===== src/rtl/clock_pkg.sv =====
// clock_pkg: shared definitions for the clock user-interface controller.
//   mode_t        - mode encodings driven on clock_ctrl mode output
//   BTN_*         - bit positions of the three buttons in the packed button vectors
//   *_DEF         - default prescaler and debounce lengths for a 50 MHz system clock
//   next_mode()   - mode sequence advanced by one mode-button press
package clock_pkg;

    typedef enum logic [1:0] {
        RUN     = 2'd0,
        SET_HR  = 2'd1,
        SET_MIN = 2'd2,
        MODE_X  = 2'd3   // unused encoding; always recovers to RUN
    } mode_t;

    localparam int unsigned BTN_MODE = 0;
    localparam int unsigned BTN_INC  = 1;
    localparam int unsigned BTN_VIEW = 2;
    localparam int unsigned NUM_BTN  = 3;

    localparam int unsigned TICK_DIV_DEF  = 50_000_000;
    localparam int unsigned DB_CYCLES_DEF = 500_000;

    function automatic mode_t next_mode(input mode_t m);
        case (m)
            RUN:     return SET_HR;
            SET_HR:  return SET_MIN;
            default: return RUN;
        endcase
    endfunction

endpackage


===== src/rtl/clock_ctrl_if.sv =====
// clock_ctrl_if: button inputs and clock-block control outputs of clock_ctrl.
//   btn_mode/btn_inc/btn_view - raw asynchronous push-buttons, active-high
//   en_sec   - one-cycle seconds tick
//   sel_min  - 1: minutes count from seconds carry, 0: minutes take set
//   sel_hr   - 1: hours count from minutes carry, 0: hours take set
//   set      - one-cycle increment pulse for the field being set
//   state    - display select, 1 = hh:mm, 0 = mm:ss
//   mode     - current mode for display blanking/blink
// master: the controller; slave: the buttons/clock side.
interface clock_ctrl_if;
    import clock_pkg::*;

    logic  btn_mode;
    logic  btn_inc;
    logic  btn_view;
    logic  en_sec;
    logic  sel_min;
    logic  sel_hr;
    logic  set;
    logic  state;
    mode_t mode;

    modport master (
        input  btn_mode, btn_inc, btn_view,
        output en_sec, sel_min, sel_hr, set, state, mode
    );

    modport slave (
        output btn_mode, btn_inc, btn_view,
        input  en_sec, sel_min, sel_hr, set, state, mode
    );

endinterface


===== src/rtl/clock_ctrl_debouncer.sv =====
// debouncer: 2-flop synchroniser plus stable-count filter for one raw button.
//   clk      - system clock
//   rst      - asynchronous active-low reset
//   btn_raw  - raw asynchronous button level
//   press    - registered one-cycle pulse on each accepted rising level
// A new level is accepted after DB_CYCLES consecutive synchronised samples
// that differ from the current accepted level; any agreeing sample restarts
// the count. Releases update the level silently.
module debouncer
    import clock_pkg::*;
#(
    parameter int unsigned DB_CYCLES = DB_CYCLES_DEF
) (
    input  logic clk,
    input  logic rst,
    input  logic btn_raw,
    output logic press
);

    localparam int unsigned    CW      = (DB_CYCLES > 1) ? $clog2(DB_CYCLES) : 1;
    localparam logic [CW-1:0]  CNT_MAX = CW'(DB_CYCLES - 1);

    logic [1:0]    sync_q;
    logic          level_q;
    logic [CW-1:0] cnt_q;
    logic          differ;

    assign differ = sync_q[1] != level_q;

    always_ff @(posedge clk or negedge rst) begin
        if (!rst) begin
            sync_q  <= '0;
            level_q <= 1'b0;
            cnt_q   <= '0;
            press   <= 1'b0;
        end else begin
            sync_q <= {sync_q[0], btn_raw};
            press  <= 1'b0;
            if (!differ) begin
                cnt_q <= '0;
            end else if (cnt_q == CNT_MAX) begin
                // Press pulse is produced on the same edge the level is
                // accepted, so downstream registers see it one edge later.
                level_q <= sync_q[1];
                cnt_q   <= '0;
                press   <= sync_q[1];
            end else begin
                cnt_q <= cnt_q + 1'b1;
            end
        end
    end

endmodule


===== src/rtl/clock_ctrl.sv =====
// clock_ctrl: user-interface controller for the clock time-keeping block.
//   clk  - system clock, all state on the rising edge
//   rst  - asynchronous active-low reset
//   bus  - clock_ctrl_if.master: raw buttons in, registered clock controls out
// Generates the 1 Hz seconds tick, debounces three buttons and runs the
// RUN -> SET_HR -> SET_MIN -> RUN mode machine. Every output is registered.
module clock_ctrl
    import clock_pkg::*;
#(
    parameter int unsigned TICK_DIV  = TICK_DIV_DEF,
    parameter int unsigned DB_CYCLES = DB_CYCLES_DEF
) (
    input  logic         clk,
    input  logic         rst,
    clock_ctrl_if.master bus
);

    localparam int unsigned   PW      = $clog2(TICK_DIV);
    localparam logic [PW-1:0] PRE_MAX = PW'(TICK_DIV - 1);

    logic [NUM_BTN-1:0] btn_raw;
    logic [NUM_BTN-1:0] press;

    assign btn_raw[BTN_MODE] = bus.btn_mode;
    assign btn_raw[BTN_INC]  = bus.btn_inc;
    assign btn_raw[BTN_VIEW] = bus.btn_view;

    for (genvar i = 0; i < NUM_BTN; i++) begin : g_db
        debouncer #(.DB_CYCLES(DB_CYCLES)) u_db (
            .clk     (clk),
            .rst     (rst),
            .btn_raw (btn_raw[i]),
            .press   (press[i])
        );
    end

    mode_t         mode_q,    mode_n;
    logic          view_q,    view_n;     // display select remembered for RUN
    logic [PW-1:0] presc_q,   presc_n;
    logic          en_sec_q,  en_sec_n;
    logic          sel_min_q, sel_min_n;
    logic          sel_hr_q,  sel_hr_n;
    logic          set_q,     set_n;
    logic          state_q,   state_n;
    logic          run_stay;

    always_ff @(posedge clk or negedge rst) begin
        if (!rst) begin
            mode_q    <= RUN;
            view_q    <= 1'b1;
            presc_q   <= '0;
            en_sec_q  <= 1'b0;
            sel_min_q <= 1'b1;
            sel_hr_q  <= 1'b1;
            set_q     <= 1'b0;
            state_q   <= 1'b1;
        end else begin
            mode_q    <= mode_n;
            view_q    <= view_n;
            presc_q   <= presc_n;
            en_sec_q  <= en_sec_n;
            sel_min_q <= sel_min_n;
            sel_hr_q  <= sel_hr_n;
            set_q     <= set_n;
            state_q   <= state_n;
        end
    end

    always_comb begin
        mode_n   = mode_q;
        view_n   = view_q;
        set_n    = 1'b0;
        presc_n  = '0;
        en_sec_n = 1'b0;

        // A mode press wins; inc/view presses in the same cycle are dropped.
        case (mode_q)
            RUN: begin
                if (press[BTN_MODE])
                    mode_n = next_mode(mode_q);
                else if (press[BTN_VIEW])
                    view_n = ~view_q;
            end
            SET_HR, SET_MIN: begin
                if (press[BTN_MODE])
                    mode_n = next_mode(mode_q);
                else
                    set_n = press[BTN_INC];
            end
            default: mode_n = RUN;
        endcase

        // Prescaler only runs while staying in RUN; any other cycle parks it
        // at 0 so RUN entry restarts the full TICK_DIV period.
        run_stay = (mode_q == RUN) && (mode_n == RUN);
        if (run_stay) begin
            presc_n  = (presc_q == PRE_MAX) ? '0 : presc_q + 1'b1;
            en_sec_n = (presc_q == PRE_MAX);
        end

        sel_min_n = (mode_n != SET_MIN);
        sel_hr_n  = (mode_n != SET_HR);
        state_n   = (mode_n == RUN) ? view_n : 1'b1;
    end

    assign bus.mode    = mode_q;
    assign bus.en_sec  = en_sec_q;
    assign bus.sel_min = sel_min_q;
    assign bus.sel_hr  = sel_hr_q;
    assign bus.set     = set_q;
    assign bus.state   = state_q;

endmodule


===== src/flat_wrapper.sv =====
// flat-port wrapper written by rule: the top's interface ports become plain ports
module clock_ctrl_flat import clock_pkg::*;
#(
    parameter int unsigned TICK_DIV  = TICK_DIV_DEF,
    parameter int unsigned DB_CYCLES = DB_CYCLES_DEF
)
  (clk, rst, bus_btn_mode, bus_btn_inc, bus_btn_view, bus_en_sec, bus_sel_min, bus_sel_hr, bus_set, bus_state, bus_mode);
  clock_ctrl_if bus_i ();
  input  logic clk;
  input  logic rst;
  input wire logic [$bits(bus_i.btn_mode)-1:0] bus_btn_mode;
  input wire logic [$bits(bus_i.btn_inc)-1:0] bus_btn_inc;
  input wire logic [$bits(bus_i.btn_view)-1:0] bus_btn_view;
  output wire logic [$bits(bus_i.en_sec)-1:0] bus_en_sec;
  output wire logic [$bits(bus_i.sel_min)-1:0] bus_sel_min;
  output wire logic [$bits(bus_i.sel_hr)-1:0] bus_sel_hr;
  output wire logic [$bits(bus_i.set)-1:0] bus_set;
  output wire logic [$bits(bus_i.state)-1:0] bus_state;
  output wire logic [$bits(bus_i.mode)-1:0] bus_mode;
  assign bus_i.btn_mode = bus_btn_mode;
  assign bus_i.btn_inc = bus_btn_inc;
  assign bus_i.btn_view = bus_btn_view;
  assign bus_en_sec = bus_i.en_sec;
  assign bus_sel_min = bus_i.sel_min;
  assign bus_sel_hr = bus_i.sel_hr;
  assign bus_set = bus_i.set;
  assign bus_state = bus_i.state;
  assign bus_mode = bus_i.mode;
  clock_ctrl #(.TICK_DIV(TICK_DIV), .DB_CYCLES(DB_CYCLES)) u_core (.clk(clk), .rst(rst), .bus(bus_i));
endmodule

===== config.mk =====
export PLATFORM = sky130hd
export DESIGN_NAME = clock_ctrl_flat
export DESIGN_NICKNAME = d
export VERILOG_FILES = /design/src/rtl/clock_pkg.sv /design/src/rtl/clock_ctrl_if.sv /design/src/rtl/clock_ctrl_debouncer.sv /design/src/rtl/clock_ctrl.sv /design/src/flat_wrapper.sv
export SDC_FILE = /design/constraint.sdc
export NUM_CORES = 1
export LEC_CHECK = 0
export ABC_AREA = 1
export CORE_MARGIN = 2
export CORE_UTILIZATION = 50
export CTS_BUF_LIST = sky130_fd_sc_hd__clkbuf_8
export DETAILED_ROUTE_END_ITERATION = 7
export GPL_TIMING_DRIVEN = 0
export PLACE_DENSITY = 0.66
export SYNTH_ARGS = -nofsm -noshare
export SYNTH_HDL_FRONTEND = slang
export SYNTH_SLANG_ARGS = --single-unit
export TNS_END_PERCENT = 10

===== constraint.sdc =====
create_clock -name clk -period 3 [get_ports clk]
set_input_delay 0.9 -clock clk [delete_from_list [all_inputs] [get_ports clk]]
set_output_delay 0.9 -clock clk [all_outputs]
set_load 0.005 [all_outputs]

==> run_results.csv <==
group,metric,value,unit
power,peakVddDrop,0.348,mV
route,ant_nets,0,
worst_setup_path,r2r_setup_slack,1.21,ns
timing,rsz0062_at_grt,"no",
layout,syn_to_final_growth,8.45,%
place,dp_hpwl,8640,um
worst_setup_path,cp_slowest_stage_delay,0.54,ns
global_routing,grt_pass1_wl,20700,um
worst_setup_path,rr_endpoint,"u_core.bus.en_sec",
worst_setup_path,critPathRequiredTime,2.10,ns
worst_setup_path,worstSetupEndpointType,"primary output",
clock_tree,cts_tree,"done",
worst_setup_path,path_cells,"clkdlybuf4s50_1",
worst_hold_path,hold_end,"u_core.g_db[0].u_db.sync_q[1]",
power,total_power,0.00229,W
global_routing,grt_usage,20.2,%
route,avgRoutedWirePerCell,12.1,um
clock_tree,cts_num_sinks,103,
die,initial_core_util,50.9,%
die,die_h,111,um
layout,layout.nets,830,
worst_setup_path,reg2reg_depth,9,
logic_synthesis,synth_area,0.00576,mm2
route,wl,11600,um
worst_hold_path,hp-class,"reg -> reg",
power,power_density,367,mW/mm2
global_routing,grt_max_degree,53,
place,placed_area,0.00607,mm2
route,drc_errors,0,
layout,antenna_cells,0,
timing,worst_slew_pin_slew,0.662,ns
route,vias,4829,
layout,n_fill_cell,1095,
place,portBuffers,11,
timing,fin_crit_sh,77.2,%
power,total_leakage_power,2.79,nW
clock_tree,cts_resized,0,
worst_hold_path,hold_path_depth,0,
logic_synthesis,syn-instance-count,794,
layout,multiInputGateArea,0.00279,mm2
timing,fmax,0.432,GHz
route,drtPass1Iterations,5,
timing,finalSetupViolations,0,
timing,finalWorstSetupSlack,0.684,ns
clock_tree,clock_latency,0.39,ns
timing,finalCriticalPeriod,2.32,ns
worst_setup_path,cp.buffers_inverters,1,
worst_setup_path,worstPathArrival,1.42,ns
layout,layout-drive-gt1-share,7.43,%
timing,fin_skew,0.0135,ns
logic_synthesis,ys_seq_area_share,44.9,%
outcome,status,"finished, final reports clean",
clock_tree,cts_buffer_depth,2,
global_routing,antenna_found_initial,0,
die,ioPinCount,12,
flow_run,drv_cap,0,
timing,hold_violations,0,
clock_tree,postCtsSetupBuffers,0,
die,die_x,111,um
layout,final-seq-area,0.00258,mm2
logic_synthesis,yosysUniqueCellTypes,29,
worst_setup_path,crit_slowest_cell,"dfstp_2",
worst_setup_path,critPathTopFamily,"flip-flops",
clock_tree,cts_root_buf,"clkbuf_8",
worst_setup_path,path_class,"reg -> out",
timing,slew-limit-headroom,55.8,%
clock_tree,clkTransAtPathRegs,0.11,ns
logic_synthesis,syn_nets,807,
die,rows,39,
place,place_congestion,0.919,
die,dieArea,0.0124,mm2
worst_setup_path,start_kind,"register",
logic_synthesis,ys.warnings.count,0,
die,core_area,0.0113,mm2
layout,final_area,0.00624,mm2
worst_setup_path,cp_max_fo,1,
route,detailedRoute.firstIterationViolations,345,
clock_tree,ctsHoldBuffers,0,
place,place_ws,1.09,ns
global_routing,grt_pass1_vias,4605,
worst_setup_path,cp.depth,1,
worst_setup_path,r2r-start,"u_core.bus.mode[1]",
logic_synthesis,synth-seq-cells,103,
route,vias_per_cell,5.01,
global_routing,grt-ovfl-total,0,
timing,maxSlewViolCount,0,
logic_synthesis,syn_avg_cell_area,7.25,um2
timing,hold_ws,0.350,ns
clock_tree,cts_made_buffers,9,
worst_hold_path,worst_hold_startpoint,"u_core.g_db[0].u_db.sync_q[0]",
clock_tree,cts_htree_levels,3,
[cells in the final DEF (no fill, tap or decap)]
cell type | netlist | routed
nor2_4 | 4 | 4
buf_4 | 0 | 1
nand2_1 | 206 | 206
a21oi_1 | 9 | 9
and2_0 | 1 | 1
nor2_1 | 200 | 200
ha_1 | 8 | 8
clkbuf_1 | 3 | 3
dfstp_2 | 4 | 4
inv_6 | 0 | 2
nor3_1 | 13 | 13
clkinv_4 | 0 | 1
clkdlybuf4s50_1 | 0 | 10
xnor2_1 | 13 | 13
dfrtp_1 | 99 | 99
nor3b_1 | 1 | 1
and2_1 | 3 | 3
buf_16 | 0 | 1
a211oi_1 | 1 | 1
buf_12 | 1 | 1
nand4_1 | 16 | 16
clkbuf_8 | 0 | 10
nand3_1 | 45 | 45
clkinv_2 | 0 | 1
xor2_1 | 28 | 28
nand2_4 | 1 | 1
nand3_2 | 2 | 2
nand2_2 | 5 | 5
inv_2 | 2 | 2
nor2_2 | 21 | 21
buf_2 | 5 | 5
inv_1 | 87 | 88
o21a_1 | 1 | 1
o21ai_0 | 12 | 12
nand3b_1 | 1 | 1
a31oi_1 | 2 | 2
[cells by family after synthesis]
group	share of synthesized area [%]
and+or+nand+nor	38.1
DFF	44.9
buffers and inverters	6.78
xor gates and xnor gates	6.24
AOI/OAI and AO/OA	2.30
adders and majority gates	1.74
[state kept, by name (all words and copies together) (netlist names)]
name and count:
u_core.g_db.u_db.cnt_q 57, u_core.bus.state 1, u_core.g_db.u_db.sync_q 6, u_core.bus.sel_hr 1, u_core.presc_q 26, u_core.view_q 1, u_core.g_db.u_db.level_q 3, u_core.g_db.u_db.press 3
u_core.bus.set 1, u_core.bus.sel_min 1, u_core.bus.en_sec 1, u_core.bus.mode 2
[layer usage]
metal / global-route usage, % / vias up / part of all wire [%]
met1: 26.9 / 2240 / 46
met2: 32.9 / 92 / 48
met4: 5.68 / 0 / 1.2
li1: - / 2485 / -
met5: 0 / - / 0
met3: 5.41 / 12 / 5.2
[per-stage QoR]
| step | util (%) | setup TNS, ns | cells |
|---|---|---|---|
| after floorplan | - | 0 | 794 |
| after global placement | 53.4 | -287.80 | 948 |
| after detailed placement | 53.6 | 0 | 949 |
| after CTS | 55.2 | 0 | 964 |
| after global routing | 55.2 | 0 | 964 |
| final | 55.2 | 0 | 964 |
[Yosys cell counts]
| cell type | count | area share [%] |
|---|---|---|
| nand3b_1 | 1 | 0.13 |
| clkbuf_1 | 3 | 0.20 |
| xor2_1 | 28 | 4.3 |
| nand3_1 | 45 | 3.9 |
| ha_1 | 8 | 1.7 |
| a21oi_1 | 9 | 0.78 |
| nand2_4 | 1 | 0.20 |
| nand3_2 | 2 | 0.35 |
| inv_2 | 2 | 0.13 |
| and2_0 | 1 | 0.11 |
| nand2_1 | 206 | 13 |
| a31oi_1 | 2 | 0.22 |
| dfrtp_1 | 99 | 43 |
| nor2_1 | 200 | 13 |
| nand4_1 | 16 | 1.7 |
| inv_1 | 87 | 5.7 |
| nand2_2 | 5 | 0.54 |
| nor2_4 | 4 | 0.78 |
| xnor2_1 | 13 | 2.0 |
| nor3b_1 | 1 | 0.13 |
| o21a_1 | 1 | 0.13 |
| buf_2 | 5 | 0.43 |
| a211oi_1 | 1 | 0.13 |
| nor2_2 | 21 | 2.3 |
| buf_12 | 1 | 0.35 |
| o21ai_0 | 12 | 1.0 |
| dfstp_2 | 4 | 1.8 |
| and2_1 | 3 | 0.33 |
| nor3_1 | 13 | 1.1 |
[area by class of cell]
type	count	share of cell area (%)
multi-input combinational	593	44.6
clock inverter	5	0.561
clock buffer	10	2.20
buffer	9	0.902
tap	143	2.87
sequential	103	41.4
timing repair buffer	12	2.16
inverter	89	5.35
[worst max path at each step]
stage | from | to | slack [ns]
after floorplan | u_core.bus.mode[0] | u_core.presc_q[7] | 1.46
after global placement | rst | u_core.g_db[2].u_db.cnt_q[13] | -2.85
after detailed placement | u_core.bus.state | bus_state | 1.09
after CTS | u_core.bus.state | bus_state | 0.65
after global routing | u_core.bus.mode[0] | bus_mode[0] | 0.61
final | u_core.bus.state | bus_state | 0.68
[where the power goes]
part,leakage [nW],internal [W],switching (W)
sequential,1.39,0.00140,0.00000872
clock,0.0943,0.000323,0.000483
combinational,1.30,0.0000205,0.0000533
total,2.79,0.00174,0.000545
Power figures use the tool's default switching activity.
